$ cat config.mk
export PLATFORM = sky130hd
export DESIGN_NAME = bp_uce_mem_arbiter_flat
export DESIGN_NICKNAME = d
export VERILOG_FILES = /design/src/rtl/bp_uce_mem_arbiter_if.sv /design/src/rtl/bp_uce_mem_arbiter.sv /design/src/flat_wrapper.sv
export SDC_FILE = /design/constraint.sdc
export NUM_CORES = 1
export LEC_CHECK = 0
export ABC_CLOCK_PERIOD_IN_PS = 2800
export CAP_MARGIN = 25
export CORE_ASPECT_RATIO = 1.25
export CORE_UTILIZATION = 35
export CTS_BUF_LIST = sky130_fd_sc_hd__clkbuf_2 sky130_fd_sc_hd__clkbuf_4 sky130_fd_sc_hd__clkbuf_8
export DETAILED_ROUTE_END_ITERATION = 10
export DONT_BUFFER_PORTS = 1
export GPL_TIMING_DRIVEN = 0
export HOLD_SLACK_MARGIN = 0.08
export PLACE_DENSITY = 0.52
export SYNTH_ARGS = -nofsm -noshare
export SYNTH_HDL_FRONTEND = slang
export SYNTH_SLANG_ARGS = --single-unit
$ cat constraint.sdc
create_clock -name clk_i -period 2.8 [get_ports clk_i]
set_clock_uncertainty 0.05 [all_clocks]
set_input_delay 0.42 -clock clk_i [delete_from_list [all_inputs] [get_ports clk_i]]
set_output_delay 0.42 -clock clk_i [all_outputs]
set_load 0.01 [all_outputs]
$ cat src/rtl/bp_uce_mem_arbiter_if.sv
// rtl/bp_uce_mem_arbiter_if.sv - command/response bundle between UCE ports, arbiter and memory
interface bp_uce_mem_arbiter_if #(
  parameter int num_req_p      = 2,
  parameter int lce_id_width_p = 3,
  parameter int msg_width_p    = 16
);
  logic [num_req_p*lce_id_width_p-1:0] lce_id_i;
  logic [num_req_p*msg_width_p-1:0]    mem_cmd_i;
  logic [num_req_p-1:0]                mem_cmd_v_i;
  logic [num_req_p-1:0]                mem_cmd_ready_o;
  logic [msg_width_p-1:0]              mem_cmd_o;
  logic                                mem_cmd_v_o;
  logic                                mem_cmd_ready_i;
  logic [msg_width_p-1:0]              mem_resp_i;
  logic                                mem_resp_v_i;
  logic                                mem_resp_yumi_o;
  logic [msg_width_p-1:0]              mem_resp_o;
  logic [num_req_p-1:0]                mem_resp_v_o;
  logic [num_req_p-1:0]                mem_resp_yumi_i;
  logic                                error_o;

  modport slave (
    input  lce_id_i, mem_cmd_i, mem_cmd_v_i, mem_cmd_ready_i,
    input  mem_resp_i, mem_resp_v_i, mem_resp_yumi_i,
    output mem_cmd_ready_o, mem_cmd_o, mem_cmd_v_o,
    output mem_resp_yumi_o, mem_resp_o, mem_resp_v_o, error_o
  );

  modport master (
    output lce_id_i, mem_cmd_i, mem_cmd_v_i, mem_cmd_ready_i,
    output mem_resp_i, mem_resp_v_i, mem_resp_yumi_i,
    input  mem_cmd_ready_o, mem_cmd_o, mem_cmd_v_o,
    input  mem_resp_yumi_o, mem_resp_o, mem_resp_v_o, error_o
  );
endinterface

$ cat src/rtl/bp_uce_mem_arbiter.sv
// rtl/bp_uce_mem_arbiter.sv - round-robin UCE memory command arbiter with lce_id response routing
// The message payload lce_id occupies the low lce_id_width_p bits of each message.
module bp_uce_mem_arbiter #(
  parameter int num_req_p         = 2,
  parameter int max_outstanding_p = 4,
  parameter int lce_id_width_p    = 3,
  parameter int msg_width_p       = 16
) (
  input  logic                  clk_i,
  input  logic                  reset_i,
  bp_uce_mem_arbiter_if.slave   bus
);
  localparam int tok_w = (num_req_p > 1) ? $clog2(num_req_p) : 1;
  localparam int cnt_w = $clog2(max_outstanding_p + 1);

  logic [msg_width_p-1:0] buf_r;
  logic                   buf_v_r;
  logic [tok_w-1:0]       token_r;
  logic [cnt_w-1:0]       count_r [num_req_p];
  logic                   error_r;

  logic                      slot_free;
  logic                      accept;
  logic                      found;
  logic                      misroute;
  logic [num_req_p-1:0]      ready;
  logic [num_req_p-1:0]      inc;
  logic [num_req_p-1:0]      dec;
  logic [num_req_p-1:0]      resp_v;
  logic [msg_width_p-1:0]    cmd_sel;
  logic [lce_id_width_p-1:0] resp_lce;

  assign resp_lce = bus.mem_resp_i[lce_id_width_p-1:0];

  // Ready never looks at any command valid, so UCEs may drive v as a function of ready.
  always_comb begin
    slot_free = ~buf_v_r | bus.mem_cmd_ready_i;
    ready     = '0;
    inc       = '0;
    cmd_sel   = '0;
    for (int i = 0; i < num_req_p; i++) begin
      ready[i] = slot_free && (count_r[i] < cnt_w'(max_outstanding_p)) && (token_r == tok_w'(i));
      if (ready[i]) begin
        cmd_sel = bus.mem_cmd_i[i*msg_width_p +: msg_width_p];
      end
      inc[i] = ready[i] & bus.mem_cmd_v_i[i];
    end
    accept = |inc;
  end

  // Lowest-index owner wins; a response for a port with no credit out is dropped as a misroute.
  always_comb begin
    found    = 1'b0;
    misroute = 1'b0;
    resp_v   = '0;
    for (int i = 0; i < num_req_p; i++) begin
      if (!found && bus.mem_resp_v_i
          && (resp_lce == bus.lce_id_i[i*lce_id_width_p +: lce_id_width_p])) begin
        found = 1'b1;
        if (count_r[i] != '0) begin
          resp_v[i] = 1'b1;
        end else begin
          misroute = 1'b1;
        end
      end
    end
    if (bus.mem_resp_v_i && !found) begin
      misroute = 1'b1;
    end
    dec = resp_v & bus.mem_resp_yumi_i;
  end

  always_ff @(posedge clk_i or posedge reset_i) begin
    if (reset_i) begin
      buf_r   <= '0;
      buf_v_r <= 1'b0;
      token_r <= '0;
      error_r <= 1'b0;
      for (int i = 0; i < num_req_p; i++) begin
        count_r[i] <= '0;
      end
    end else begin
      if (accept) begin
        buf_r   <= cmd_sel;
        buf_v_r <= 1'b1;
      end else if (bus.mem_cmd_ready_i) begin
        buf_v_r <= 1'b0;
      end
      token_r <= (token_r == tok_w'(num_req_p - 1)) ? '0 : token_r + 1'b1;
      for (int i = 0; i < num_req_p; i++) begin
        if (inc[i] && !dec[i]) begin
          count_r[i] <= count_r[i] + 1'b1;
        end else if (dec[i] && !inc[i]) begin
          count_r[i] <= count_r[i] - 1'b1;
        end
      end
      if (misroute) begin
        error_r <= 1'b1;
      end
    end
  end

  assign bus.mem_cmd_ready_o = ready;
  assign bus.mem_cmd_o       = buf_r;
  assign bus.mem_cmd_v_o     = buf_v_r;
  assign bus.mem_resp_o      = bus.mem_resp_i;
  assign bus.mem_resp_v_o    = resp_v;
  assign bus.mem_resp_yumi_o = (|dec) | misroute;
  assign bus.error_o         = error_r;
endmodule

$ cat src/flat_wrapper.sv
// flat-port wrapper written by rule: the top's interface ports become plain ports
module bp_uce_mem_arbiter_flat 
#(
  parameter int num_req_p         = 2,
  parameter int max_outstanding_p = 4,
  parameter int lce_id_width_p    = 3,
  parameter int msg_width_p       = 16
)
  (clk_i, reset_i, bus_lce_id_i, bus_mem_cmd_i, bus_mem_cmd_v_i, bus_mem_cmd_ready_i, bus_mem_resp_i, bus_mem_resp_v_i, bus_mem_resp_yumi_i, bus_mem_cmd_ready_o, bus_mem_cmd_o, bus_mem_cmd_v_o, bus_mem_resp_yumi_o, bus_mem_resp_o, bus_mem_resp_v_o, bus_error_o);
  bp_uce_mem_arbiter_if #(.num_req_p(num_req_p), .lce_id_width_p(lce_id_width_p), .msg_width_p(msg_width_p)) bus_i ();
  input  logic clk_i;
  input  logic reset_i;
  input wire logic [$bits(bus_i.lce_id_i)-1:0] bus_lce_id_i;
  input wire logic [$bits(bus_i.mem_cmd_i)-1:0] bus_mem_cmd_i;
  input wire logic [$bits(bus_i.mem_cmd_v_i)-1:0] bus_mem_cmd_v_i;
  input wire logic [$bits(bus_i.mem_cmd_ready_i)-1:0] bus_mem_cmd_ready_i;
  input wire logic [$bits(bus_i.mem_resp_i)-1:0] bus_mem_resp_i;
  input wire logic [$bits(bus_i.mem_resp_v_i)-1:0] bus_mem_resp_v_i;
  input wire logic [$bits(bus_i.mem_resp_yumi_i)-1:0] bus_mem_resp_yumi_i;
  output wire logic [$bits(bus_i.mem_cmd_ready_o)-1:0] bus_mem_cmd_ready_o;
  output wire logic [$bits(bus_i.mem_cmd_o)-1:0] bus_mem_cmd_o;
  output wire logic [$bits(bus_i.mem_cmd_v_o)-1:0] bus_mem_cmd_v_o;
  output wire logic [$bits(bus_i.mem_resp_yumi_o)-1:0] bus_mem_resp_yumi_o;
  output wire logic [$bits(bus_i.mem_resp_o)-1:0] bus_mem_resp_o;
  output wire logic [$bits(bus_i.mem_resp_v_o)-1:0] bus_mem_resp_v_o;
  output wire logic [$bits(bus_i.error_o)-1:0] bus_error_o;
  assign bus_i.lce_id_i = bus_lce_id_i;
  assign bus_i.mem_cmd_i = bus_mem_cmd_i;
  assign bus_i.mem_cmd_v_i = bus_mem_cmd_v_i;
  assign bus_i.mem_cmd_ready_i = bus_mem_cmd_ready_i;
  assign bus_i.mem_resp_i = bus_mem_resp_i;
  assign bus_i.mem_resp_v_i = bus_mem_resp_v_i;
  assign bus_i.mem_resp_yumi_i = bus_mem_resp_yumi_i;
  assign bus_mem_cmd_ready_o = bus_i.mem_cmd_ready_o;
  assign bus_mem_cmd_o = bus_i.mem_cmd_o;
  assign bus_mem_cmd_v_o = bus_i.mem_cmd_v_o;
  assign bus_mem_resp_yumi_o = bus_i.mem_resp_yumi_o;
  assign bus_mem_resp_o = bus_i.mem_resp_o;
  assign bus_mem_resp_v_o = bus_i.mem_resp_v_o;
  assign bus_error_o = bus_i.error_o;
  bp_uce_mem_arbiter #(.num_req_p(num_req_p), .max_outstanding_p(max_outstanding_p), .lce_id_width_p(lce_id_width_p), .msg_width_p(msg_width_p)) u_core (.clk_i(clk_i), .reset_i(reset_i), .bus(bus_i));
endmodule
; ---- After elaboration in Yosys (flattened, before gate mapping)
; Cells that the tools add are included.
[word_totals]
reg_bits = 25
out_inout_bits = 39
in_bits = 62
[op_classes]
n_eq_ne = 2
n_lt_le_gt_ge = 2
n_addsub = 5
bitwise_logic = 7
reduce_logical = 25
n_mux = 20
[ops]
columns = cell, count
row1 = $mux 16, 2
row2 = $mux 1, 14
row3 = $logic_and 1x1->1, 12
row4 = $mux 3, 4
row5 = $add 3x1->3 const B, 2
row6 = $eq 3x3->1, 2
row7 = $logic_not 1->1, 6
row8 = $lt 3x3->1 const B, 2
row9 = $reduce_bool 2->1, 3
row10 = $reduce_bool 3->1, 2
row11 = $sub 3x1->3 const B, 2
row12 = $reduce_or 2->1, 2
row13 = $and 1x1->1, 2
row14 = $and 2x2->2, 1
row15 = $not 1->1, 2
row16 = $or 1x1->1, 2
row17 = $add 1x1->1 const B, 1

; ---- Longest topological paths before layout
[logic_depth]
ltp_word = 11
ltp_mapped = 10

; ---- Worst setup path after synthesis
; No wires, ideal clock.
[synth_path]
path_type = register to register
start = register u_core.buf_v_r (netlist: u_core.bus.mem_cmd_v_o)
end = register u_core.count_r[5] (netlist bit)
stages_incl_launch_ff = 11
n_path_buf = 1
t_required_ns = 2.671
t_arrival_ns = 2.312
path_slack_ns = 0.359
period_less_slack_ns = 2.441
setup_time_ns = 0.079
path_cell_list = dfrtp_1 nor2b_4 nor3_4 clkbuf_1 and2_1 ha_1 inv_1 fa_1 xor2_1 nor2_1 xor2_1
[synth_via]
elab_chain_cells = 8
[synth_rtl]
columns = item, line
row1 = from (decl), bp_uce_mem_arbiter.sv:17  ; logic buf_v_r;
row2 = from (signal assigned), bp_uce_mem_arbiter.sv:76  ; buf_v_r <= 1'b0;
row3 = from (signal assigned), bp_uce_mem_arbiter.sv:85  ; buf_v_r <= 1'b1;
row4 = from (signal assigned), bp_uce_mem_arbiter.sv:87  ; buf_v_r <= 1'b0;
row5 = $not 1->1 (*), bp_uce_mem_arbiter.sv:37  ; slot_free = ~buf_v_r | bus.mem_cmd_ready_i;
row6 = $or 1x1->1 (*), bp_uce_mem_arbiter.sv:37
row7 = $logic_and 1x1->1 (*) (2 in a row), bp_uce_mem_arbiter.sv:42  ; ready[i] = slot_free && (count_r[i] < cnt_w'(max_outstanding_p)) && (token_r == tok_w'(i));
row8 = net bus_mem_cmd_ready_o[0], flat_wrapper.sv:20  ; output wire logic [$bits(bus_i.mem_cmd_ready_o)-1:0] bus_mem_cmd_ready_o;
row9 = $and 1x1->1 (*), bp_uce_mem_arbiter.sv:46  ; inc[i] = ready[i] & bus.mem_cmd_v_i[i];
row10 = $logic_not 1->1, bp_uce_mem_arbiter.sv:93  ; end else if (dec[i] && !inc[i]) begin
row11 = $logic_and 1x1->1, bp_uce_mem_arbiter.sv:93
row12 = $reduce_bool 2->1 (no source line), -
row13 = "to (signal, indexed assignment)", bp_uce_mem_arbiter.sv:92  ; count_r[i] <= count_r[i] + 1'b1;
row14 = "to (signal, indexed assignment)", bp_uce_mem_arbiter.sv:94  ; count_r[i] <= count_r[i] - 1'b1;
row15 = to (decl), bp_uce_mem_arbiter.sv:19  ; logic [cnt_w-1:0] count_r [num_req_p];
; Mark *: on every way through the listed nets, which the timed path passes. The rest lies on a longest branch.
; A chain may end at the register's enable or synchronous reset.

; ---- Worst setup path after layout
[layout_path]
start = register u_core.buf_v_r (netlist: u_core.bus.mem_cmd_v_o)
end = register u_core.count_r[2] (netlist bit)
; The elaborated chain is that of the path after synthesis.

==> results.md <==
- Clock Path Buffers: 2
- Via density: 5.16
- PD cells: 834 nW/um2
- Ys async rst share: 100%
- Number of synthesized flops with an enable pin: 0
- Min-Delay Path Depth: 1
- GR Util All Layers: 13.3%
- Most common flop cell mapped by yosys: dfrtp_1
- Final Max Slew Viols: 0
- Wire per inst: 16.3 um
- CP Cell Sequence: nor2b_4, nor3_4, buf_2, and2_1, ha_1, inv_1, fa_1, xor2_1, nor2_1, xor2_1
- Insertion delay to the later sink of the worst-skew pair: 0.26 ns
- Slew at the pin closest to its max-slew limit: 0.464 ns
- Hold Fails Final Rpt: 0
- Reg2reg setup slack: 0.18 ns
- Initial core utilization: 36.9%
- Most frequent CP cell: xor2_1
- Yosys reg bits: 25
- Antenna violations before repair: 0
- Max-cap violations: 0
- Filler Cells Inserted: 396
- Reg2reg path depth: 10
- Multi-input logic area: 723 um2
- Worst-path clk slew: 0.09 ns
- Relative slew slack: 69.0%
- Worst hold path type: in -> reg
- Register area share after synthesis: 41.1%
- Design Area, Final: 1700 um2
- Via count: 955
- Mapped Cells: 121
- Antenna viol nets, final: 0
- Largest net degree at the start of global routing: 26
- Layout area overhead: 11.3%
- Register area: 626 um2
- Buf/Inv on CP: 2
- Syn_nets: 187
- Number of diodes: 0
- GP Congestion: 0.624
- Mapped Area: 1520 um2
- Chip Width: 61.0 um
- Hold_ws: 0.261 ns
- Max rail drop VDD: 0.351 mV
- Remaining global-route overflow: 0
- Cell family with most CP delay: simple AND/OR/NAND/NOR gates
- Final setup TNS: 0 ns
- Drt pass-1 iters: 2
- Share of layout cells above drive strength 1: 34.9%
- Number of remaining DRC errors: 0
- Die area: 4620 um2
- Final Cycle Share: 93.5%
- Critical path's largest stage delay: 0.43 ns
- Starting DRT DRC Count: 21
- CTS tree: yes
- DIE HEIGHT: 75.8 um
- Post-synth cell types: 30
- CTS Root Cell: clkbuf_8
- Final WL: 3.01 mm
- CP max FO: 10
- Fmax: 0.382 GHz
- First-pass GRT wire length: 4.37 mm
- H-Tree Level Count: 1
- Final setup violation count: 0
- Core Rows: 26
- Placed wire-length estimate: 2.32 mm
- PortBufs: 0
- Pleak: 0.000787 uW
- Outcome: finished clean
- Setup CP Type: reg -> reg
- Boundary Pins: 101
- CP endpoint kind: register
- Syn avg cell area: 12.6 um2
- Post-DP Area: 1590 um2
- Core area: 4130 um2
- Worst EP arrival: 2.76 ns
- Levels on crit path: 10
- RSZ-0062 raised after global routing: false
- Final nets: 196
- CP startpoint kind: register
- Slowest cell on crit path: dfrtp_1
- Synthesis warning total: 0
- Crit path required time: 2.95 ns
- Final min period: 2.62 ns
- Vias in the first global route: 904
- Total CTS buffers: 3
- # clock sinks: 25
## cells in the mapped netlist (all sizes together), types with 2 or more instances
cell / instances / share of area [%]
a22o: 17 / 10
and2: 4 / 1.6
buf: 19 / 10
dfrtp: 25 / 41
fa: 2 / 2.6
ha: 2 / 1.6
inv: 4 / 0.98
mux2: 18 / 16
nand3: 2 / 0.66
nor2: 2 / 0.49
nor3: 4 / 2.8
o31ai: 2 / 0.98
xnor2: 5 / 2.9
xor2: 7 / 4.0
## cell type report
cell class	instances	area share [%]
inverters	4	0.885
flip-flops and latches	25	36.9
well taps	56	4.13
multi-input cells	72	42.6
repair buffers	4	3.10
plain buffers	20	9.51
clock buffers	4	2.88
## metrics by stage
step           util, %  setup slack [ns]  total power [uW]  instances
3_3_place_gp      38.6            0.0132              1170        177
6_report          41.1             0.181              1410        185
4_1_cts           39.8            0.0899              1440        181
3_5_place_dp      38.6           -0.0576              1210        177
2_1_floorplan        -             0.359              1090        121
5_1_grt           41.1           0.00179              1520        185
## flip-flops by register name (all words and copies together), names as in the netlist
| signal | cells |
|---|---|
| u_core.bus.mem_cmd_o | 16 |
| u_core.token_r | 1 |
| u_core.count_r | 6 |
| u_core.bus.mem_cmd_v_o | 1 |
| u_core.bus.error_o | 1 |
## worst paths after layout
path | to | startpoint
min in group asynchronous | u_core.bus.mem_cmd_o[9] | reset_i
worst max-delay path | u_core.count_r[2] | u_core.bus.mem_cmd_v_o
worst min-delay path | u_core.bus.error_o | bus_mem_resp_v_i
worst max register to register | u_core.count_r[2] | u_core.bus.mem_cmd_v_o
worst min register to register | u_core.token_r | u_core.token_r
max in group asynchronous | u_core.count_r[5] | reset_i
## routing by layer
| metal | wire, um | part of all wire, % | vias up | GRT usage (%) |
|---|---|---|---|---|
| met2 | 1600 | 53 | 48 | 22.3 |
| met3 | 167 | 5.6 | 2 | 2.21 |
| met1 | 1220 | 41 | 477 | 16.7 |
| met5 | 0 | 0 | - | 0 |
| li1 | - | - | 428 | - |
| met4 | 17 | 0.56 | 0 | 5.30 |
## worst register-to-register path: stages, from the launching register on
cell	delay (ns)
dfrtp_1	0.43
nor2b_4	0.17
nor3_4	0.37
buf_2	0.35
and2_1	0.18
ha_1	0.18
inv_1	0.06
fa_1	0.37
xor2_1	0.15
nor2_1	0.11
xor2_1	0.15
## repair_timing
item / CTS / global route
gates resized for setup: 1 / 0
endpoints found under the setup margin: 2 / 1
pin swaps: 0 / 1
endpoints found under the hold margin: 0 / 9
hold buffers: 0 / 1
setup buffers: 0 / 2
## logic make-up after synthesis
kind of cell	synth area share (%)
AO/OA/AOI/OAI	13.2
XOR/XNOR	6.90
adder cells (fa/ha/maj)	4.27
buffers and inverters	11.5
flip-flops	41.1
multiplexers	15.5
AND/OR/NAND/NOR	7.55
## power by group
group          switching [uW]  total, uW  internal [uW]
Clock                     110        221            111
Sequential                168        663            495
Combinational             221        530            310
Total                     498       1410            916
## placed cells by master (no fill, tap or decap), drive strengths merged, types with 2 or more instances in the layout
cell type / count
nor2: 2
nand3: 2
mux2: 18
a22o: 17
dfrtp: 25
and2: 4
buf: 22
nor3: 4
ha: 2
xor2: 7
fa: 2
inv: 4
xnor2: 5
clkbuf: 5
o31ai: 2
(Power assumes the default switching activity.)
